--- src/rtl/rf_pkg.sv ---
// Shared types and default sizes for the multi-port register file.
package rf_pkg;

    // Clear-engine states.
    typedef enum logic [1:0] {
        RF_IDLE  = 2'd0,
        RF_CLEAR = 2'd1,
        RF_DONE  = 2'd2
    } rf_state_e;

    localparam int RF_XLEN  = 32;
    localparam int RF_NREGS = 32;

endpackage

--- src/rtl/rf_clr_fsm.sv ---
// Sequential clear engine: walks the register index from 0 to NREGS-1,
// zeroing one register per cycle, then pulses clr_done for one cycle.
// The current state is visible on the state output for debug.
module rf_clr_fsm
    import rf_pkg::*;
#(
    parameter int NREGS = RF_NREGS,
    parameter int AW    = $clog2(NREGS)
) (
    input  logic          clk,
    input  logic          reset,
    input  logic          clr_req,
    output logic          clr_busy,
    output logic          clr_done,
    output logic          clr_start,
    output logic          clr_en,
    output logic [AW-1:0] clr_addr,
    output rf_state_e     state
);

    rf_state_e     state_q, state_d;
    logic [AW-1:0] cnt_q, cnt_d;
    logic          busy_q, busy_d;
    logic          done_q, done_d;

    // Next-state, counter and registered-output computation.
    always_comb begin
        state_d = state_q;
        cnt_d   = cnt_q;
        case (state_q)
            RF_IDLE: begin
                if (clr_req) begin
                    state_d = RF_CLEAR;
                    cnt_d   = '0;
                end
            end
            RF_CLEAR: begin
                // The last index moves on to DONE; the increment wraps to 0
                // at the same time, which is harmless.
                cnt_d = cnt_q + AW'(1);
                if (cnt_q == AW'(NREGS - 1)) begin
                    state_d = RF_DONE;
                end
            end
            RF_DONE: begin
                state_d = RF_IDLE;
            end
            default: begin
                state_d = RF_IDLE;
            end
        endcase
        busy_d = (state_d != RF_IDLE);
        done_d = (state_d == RF_DONE);
    end

    // State, counter and output flops.
    always_ff @(posedge clk or negedge reset) begin
        if (!reset) begin
            state_q <= RF_IDLE;
            cnt_q   <= '0;
            busy_q  <= 1'b0;
            done_q  <= 1'b0;
        end else begin
            state_q <= state_d;
            cnt_q   <= cnt_d;
            busy_q  <= busy_d;
            done_q  <= done_d;
        end
    end

    assign clr_busy  = busy_q;
    assign clr_done  = done_q;
    assign clr_start = (state_q == RF_IDLE) && clr_req;
    assign clr_en    = (state_q == RF_CLEAR);
    assign clr_addr  = cnt_q;
    assign state     = state_q;

endmodule

--- src/rtl/rf_mp.sv ---
// Multi-read-port register file with hardwired zero register, same-cycle
// write bypass, pending-write scoreboard and a sequential clear engine.
module rf_mp
    import rf_pkg::*;
#(
    parameter int XLEN  = RF_XLEN,
    parameter int NREGS = RF_NREGS,
    parameter int NRD   = 2,
    parameter int AW    = $clog2(NREGS)
) (
    input  logic              clk,
    input  logic              reset,
    input  logic [NRD*AW-1:0] rd_addr,
    output logic [NRD*XLEN-1:0] rd_data,
    output logic [NRD-1:0]    rd_pend,
    input  logic              wr_en,
    input  logic [AW-1:0]     wr_addr,
    input  logic [XLEN-1:0]   wr_data,
    input  logic              pend_en,
    input  logic [AW-1:0]     pend_addr,
    input  logic              clr_req,
    output logic              clr_busy,
    output logic              clr_done
);

    logic [XLEN-1:0]  mem_q [NREGS];
    logic [XLEN-1:0]  mem_d [NREGS];
    logic [NREGS-1:0] pend_q, pend_d;

    logic          clr_start;
    logic          clr_en;
    logic [AW-1:0] clr_addr;
    rf_state_e     clr_state;
    logic          idle;
    logic          wr_ok;
    logic          pend_ok;

    rf_clr_fsm #(
        .NREGS (NREGS),
        .AW    (AW)
    ) u_clr_fsm (
        .clk       (clk),
        .reset     (reset),
        .clr_req   (clr_req),
        .clr_busy  (clr_busy),
        .clr_done  (clr_done),
        .clr_start (clr_start),
        .clr_en    (clr_en),
        .clr_addr  (clr_addr),
        .state     (clr_state)
    );

    // Writes and scoreboard sets are only honoured while the clear engine is idle.
    assign idle    = (clr_state == RF_IDLE);
    assign wr_ok   = wr_en   && idle && (wr_addr   != '0);
    assign pend_ok = pend_en && idle && (pend_addr != '0);

    // Next array and scoreboard contents; the global pend clear wins over everything.
    always_comb begin
        mem_d  = mem_q;
        pend_d = pend_q;
        if (clr_en) begin
            mem_d[clr_addr] = '0;
        end
        if (wr_ok) begin
            mem_d[wr_addr]  = wr_data;
            pend_d[wr_addr] = 1'b0;
        end
        if (pend_ok) begin
            pend_d[pend_addr] = 1'b1;
        end
        if (clr_start) begin
            pend_d = '0;
        end
    end

    // Array and scoreboard storage.
    always_ff @(posedge clk or negedge reset) begin
        if (!reset) begin
            for (int i = 0; i < NREGS; i++) begin
                mem_q[i] <= '0;
            end
            pend_q <= '0;
        end else begin
            mem_q  <= mem_d;
            pend_q <= pend_d;
        end
    end

    // Combinational read ports with zero register and write bypass.
    for (genvar i = 0; i < NRD; i++) begin : g_rd
        logic [AW-1:0] raddr;
        logic          nz;
        assign raddr = rd_addr[i*AW +: AW];
        assign nz    = (raddr != '0);
        assign rd_data[i*XLEN +: XLEN] = !nz ? '0 :
                                         (wr_ok && (wr_addr == raddr)) ? wr_data :
                                         mem_q[raddr];
        assign rd_pend[i] = nz && pend_q[raddr];
    end

endmodule

--- config.mk ---
export PLATFORM = sky130hd
export DESIGN_NAME = rf_mp
export DESIGN_NICKNAME = d
export VERILOG_FILES = /design/src/rtl/rf_pkg.sv /design/src/rtl/rf_clr_fsm.sv /design/src/rtl/rf_mp.sv
export SDC_FILE = /design/constraint.sdc
export NUM_CORES = 2
export LEC_CHECK = 0
export CAP_MARGIN = 30
export CELL_PAD_IN_SITES_DETAIL_PLACEMENT = 1
export CELL_PAD_IN_SITES_GLOBAL_PLACEMENT = 1
export CORE_AREA = 8 8 359 361
export CTS_CLUSTER_DIAMETER = 50
export DETAILED_ROUTE_END_ITERATION = 6
export DIE_AREA = 0 0 367 369
export PLACE_DENSITY = 0.81
export SYNTH_ARGS = -nofsm -noshare
export SYNTH_HDL_FRONTEND = slang
export SYNTH_HIERARCHICAL = 1
export SYNTH_SLANG_ARGS = --single-unit
--- constraint.sdc ---
create_clock -name clk -period 5.3 [get_ports clk]
set_input_delay 0.53 -clock clk [delete_from_list [all_inputs] [get_ports clk]]
set_output_delay 0.53 -clock clk [all_outputs]
set_load 0.03 [all_outputs]
Word level (Yosys, flattened, before mapping)
Index checks and enable logic that the tools add are counted.
W data, S select, Z words.
{ "word_totals": {"regBits": 1065, "in_bits": 57, "out_inout_bits": 68, "word_cells": 119} }
{ "op_classes": {"addsub": 1, "order_cmp": 12, "eq_ne": 6, "muxes": 33, "bitwise": 9, "n_reduce_logical": 21} }
{ "op_table": {"columns": ["operator", "count"], "rows": [
  ["$mux W1024", 2],
  ["$and A1024 B1024 Y1024", 1],
  ["$bwmux W1024", 1],
  ["$not A1024 Y1024", 1],
  ["$mux W32", 13],
  ["$bmux W32 S5", 2],
  ["$demux W32 S5", 2],
  ["$and A32 B32 Y32", 1],
  ["$not A32 Y32", 1],
  ["$or A32 B32 Y32", 1],
  ["$ge A6 B6 Y1 const B", 4],
  ["$lt A5 B6 Y1 const B", 4],
  ["$not A5 Y6", 4],
  ["$reduce_bool A5 Y1", 4],
  ["$logic_and A1 B1 Y1", 13],
  ["$lt A6 B1 Y1 const B", 2],
  ["$bmux W1 S5", 2],
  ["$demux W1 S5", 2],
  ["$eq A5 B5 Y1", 2],
  ["$ge A5 B1 Y1 const B", 2],
  ["$pmux W5 S2", 1],
  ["$add A5 B1 Y5 const B", 1],
  ["$eq A5 B5 Y1 const B", 1],
  ["$mux W5", 1],
  ["other kinds (9)", 14]
]} }

Logic depth before layout (Yosys ltp)
{ "logic_depth": {"word_depth": 10, "mapped_depth": 10, "mapped_depth_nobuf": 7} }

Modules after synthesis
The synthesis kept the hierarchy.
{ "modules_own_cells": {"columns": ["module", "n_inst", "cells_per_inst", "area_per_inst_um2", "seq_area_each_um2"], "rows": [
  ["rf_mp", 1, 6305, 60580.6, 26425.3],
  ["rf_clr_fsm", 1, 35, 397.9, 225.2]
]} }

Least setup slack after synthesis
Ideal clock, no wire load.
{ "synth_path": {"path_type": "input to output", "start": "input wr_addr[0]", "end": "output rd_data[18]", "t_arrival_ps": 2489, "required_time_ps": 4770, "slack_ps": 2281, "stages": 7, "n_path_buf": 3, "cell_sequence": "buf_2 or4_1 o211ai_1 o21ai_1 buf_2 buf_6 o221ai_1"} }
{ "synth_via": {"elab_chain_cells": 5, "word_cells_on_any_way": 6, "cone_classes": "eq/ne (1); mux (2); reduce/logical (3)"} }
{ "synth_rtl": {"columns": ["element", "line", "source"], "rows": [
  ["start, declared", "rf_mp.sv:17", "input logic [AW-1:0] wr_addr,"],
  ["$reduce_bool A5 Y1", "rf_mp.sv:55", "assign wr_ok = wr_en && idle && (wr_addr != '0);"],
  ["$logic_and A1 B1 Y1", "rf_mp.sv:55", null],
  ["$logic_and A1 B1 Y1 (*)", "rf_mp.sv:97", "(wr_ok && (wr_addr == raddr)) ? wr_data :"],
  ["$mux W32 (*)", "rf_mp.sv:97", null],
  ["$mux W32 (*)", "rf_mp.sv:96", "assign rd_data[i*XLEN +: XLEN] = !nz ? '0 :"],
  ["end, declared", "rf_mp.sv:14", "output logic [NRD*XLEN-1:0] rd_data,"]
]} }
Every way passes the cells marked *; elsewhere a longest branch is shown, timed or not.

Worst setup path in the final report
{ "layout_path": {"start": "input rd_addr[9]", "end": "output rd_data[50]"} }
{ "layout_via": {"elab_chain_cells": 6, "word_cells_on_any_way": 9, "cone_classes": "eq/ne (1); mux (5); bitwise (1); reduce/logical (2)"} }
{ "layout_rtl": {"columns": ["element", "line", "source"], "rows": [
  ["start, declared", "rf_mp.sv:13", "input logic [NRD*AW-1:0] rd_addr,"],
  ["$not A5 Y6 (not written as such)", "rf_mp.sv:98", "mem_q[raddr];"],
  ["$bmux W32 S5", "rf_mp.sv:98", null],
  ["$mux W32 (not written as such) (2 in series)", "rf_mp.sv:98", null],
  ["$mux W32", "rf_mp.sv:97", null],
  ["$mux W32 (*)", "rf_mp.sv:96", null]
]} }
Every way passes the cells marked *; elsewhere a longest branch is shown, timed or not. The select of a mux whose other input is x is not followed.

==> flow_summary.ini <==
[outcome]
status = finished clean

[sta]
post-route-period-util = 0.952
rsz0062_at_grt = no
max_freq_ghz = 0.198
finalCriticalPeriod_ns = 5.04
tns_ns = 0
hold_violations = 0
finalClockSkew_ns = 0.0225
maxSlewViolCount = 0
finalSetupViolations = 0
max_slew.worst_pin.slew_ns = 1.15
relSlewSlack = 0.224

[clocking]
clock_path_buffers = 3
clock_latency_ns = 0.79
cts-root-buf = clkbuf_16
path_clk_slew_ns = 0.05
cts_buffers = 136
tritoncts = done
cts.htree.levels = 4
cts_resized = 0
cts_sinks = 1065

[min_path]
min_path_type = in2async

[run]
maxCapViolCount = 0

[cells_and_area]
nets = 6268
seq_area_sq_mm = 0.0267
fillers = 13433
final_util = 0.560
stdcell_count = 7964
layout-drive-gt1-share = 0.182
multi_input_area_sq_mm = 0.0311
syn_to_final_growth_pct = 12.9

[logic_synthesis]
synth_nets = 6399
syn_avg_cell_area_sq_um = 9.62
synth_area_leaders = dfrtp_1 44%, mux4_2 15%, nand2_1 13%
ys_async_sr_fraction = 1.00
yosysMostFrequentCell = nand2_1
synth_commonest_cells = 2083 x nand2_1, 1065 x dfrtp_1, 782 x o21ai_0
syn_inst = 6340
synth_top_cell_area_share = 0.437
ys.flop_type = dfrtp_1
ys_types = 68
yosysSeqAreaShare = 0.437
syn_area_sq_mm = 0.0610
synth_enable_flop_cells = 0
ys_ff_latch = 1065
synth_top_area_cell = dfrtp_1
ys_warn_count = 6

[power_and_ir_drop]
vdd_drop_max_mv = 0.296
powerDensity_mw_per_mm2 = 483
total_power_mw = 33.3
power_leakage_nw = 29.8

[die]
initial_core_util = 0.496
dieArea_sq_mm = 0.135
num_io_pins = 125
fp-row-count = 129
core_region_area_sq_mm = 0.123
dieWidth_microns = 367
die_h_microns = 369

[global_routing]
antenna_found_initial = 25
grt_pass1_vias = 60486
grt_first_pass_wirelength_microns = 406000
grt_max_degree = 132
gr-usage-all-layers = 0.399
grt_overflow = 0

[place]
post-place-cells = 7699
place.gp.congestion = 0.941
port_buffers = 124
hpwl_microns = 169000

[drt]
wl_microns = 277000
drc = 0
met2_length_microns = 118000
drt_iter0_drc = 7924
routedWlPerCell_microns = 34.8
num_vias = 57428
firstDrtPassIters = 6
top_layer = met5
met1Wirelength_microns = 94800
wl_met3_microns = 39700
final_antenna_net_count = 0
viasPerCell = 7.21

[setup_path]
timing.critical_path.to_type = output port
r2r-end = mem_q[75]
worst-setup-path-type = in2out
worstSetupStartpointType = primary input
ff2ff_setup_slack_ns = 1.90
required_ns = 4.77
worstReg2RegStart = u_clr_fsm/state[0]
arrival_ns = 4.51
rr_worst_depth = 5
path_max_fanout = 29
## registers in the layout, summed over array words and instances, names as in the netlist
| signal | flops |
|---|---|
| pend_q | 32 |
| u_clr_fsm/clr_addr | 5 |
| u_clr_fsm/clr_busy | 1 |
| u_clr_fsm/state | 2 |
| mem_q | 1024 |
| u_clr_fsm/clr_done | 1 |
## cell usage in the layout (no fill, tap or decap), types with 31 or more instances in the layout
cell	instances
and2_1	33
a221oi_1	86
o21ai_0	782
mux2_2	31
a221o_1	33
nand2_2	41
nand3_1	166
a21oi_1	54
buf_12	54
buf_4	222
clkbuf_16	143
a22oi_1	54
mux4_2	402
a211oi_1	44
nor2_1	82
dfrtp_1	1065
nand2_1	2048
o21ai_2	97
mux2i_1	296
clkdlybuf4s50_1	107
## stage by stage
| step | worst slack (ns) | hold slack [ns] | instance area (sq um) |
|---|---|---|---|
| final | 0.257 | 0.364 | 68900 |
| after global routing | 0.340 | 0.451 | 68800 |
| after CTS | 0.540 | 0.411 | 68700 |
| after detailed placement | 0.576 | 0.499 | 63900 |
| after global placement | 0.305 | 0.483 | 63500 |
| after floorplan | 2.28 | 0.234 | 61000 |
## worst max path at each step
stage                    start  slack (ns)     endpoint  depth (start not counted)
detailed placement  rd_addr[9]        0.58  rd_data[50]                          8
global route        rd_addr[5]        0.34  rd_data[50]                          9
global placement    rd_addr[9]        0.31  rd_data[48]                          7
CTS                 rd_addr[9]        0.54  rd_data[50]                          8
floorplan           wr_addr[0]        2.28  rd_data[18]                          7
finish              rd_addr[9]        0.26  rd_data[50]                          8
## per-layer routing
metal,GRT usage,vias up
li1,-,22039
met1,0.483,29080
met2,0.584,4683
met3,0.152,1606
met4,0.288,20
met5,0,-
## kinds of logic (layout without fill, tap and decap cells)
group | count (synthesis) | count (layout) | share of synthesized area
and+or+nand+nor | 2510 | 2510 | 0.167
AOI/OAI and AO/OA | 1335 | 1335 | 0.136
DFF | 1065 | 1065 | 0.437
muxes | 729 | 729 | 0.203
buffers and inverters | 689 | 665 | 0.0559
xor gates and xnor gates | 10 | 10 | 0.00144
adders and majority gates | 2 | 2 | 0.000410
other | 0 | 11 | 0
## worst max-delay path: stages
cell	delay [ns]
buf_4	0.47
clkinv_1	0.84
buf_4	0.51
a221oi_1	0.35
a21oi_1	0.11
nor3_1	0.63
a211o_1	0.28
clkdlybuf4s50_1	0.70
## power breakdown
| part | total [mW] | internal, mW | switching, mW |
|---|---|---|---|
| combinational | 9.91 | 4.11 | 5.80 |
| clock | 10.1 | 6.15 | 3.95 |
| sequential | 13.3 | 10.8 | 2.42 |
## cell type report
class,instances,area share
multi-input cells,4586,0.452
flip-flops and latches,1065,0.387
repair buffers,405,0.0604
clock buffers,186,0.0566
well taps,1637,0.0297
clock inverters,59,0.0130
inverters,15,0.000836
diodes,11,0.000400
## timing repair
item,4_1_cts,5_1_grt
hold buffers,1,0
buffers inserted,0,0
endpoints found under the hold margin,57,0
(Power assumes the default switching activity.)
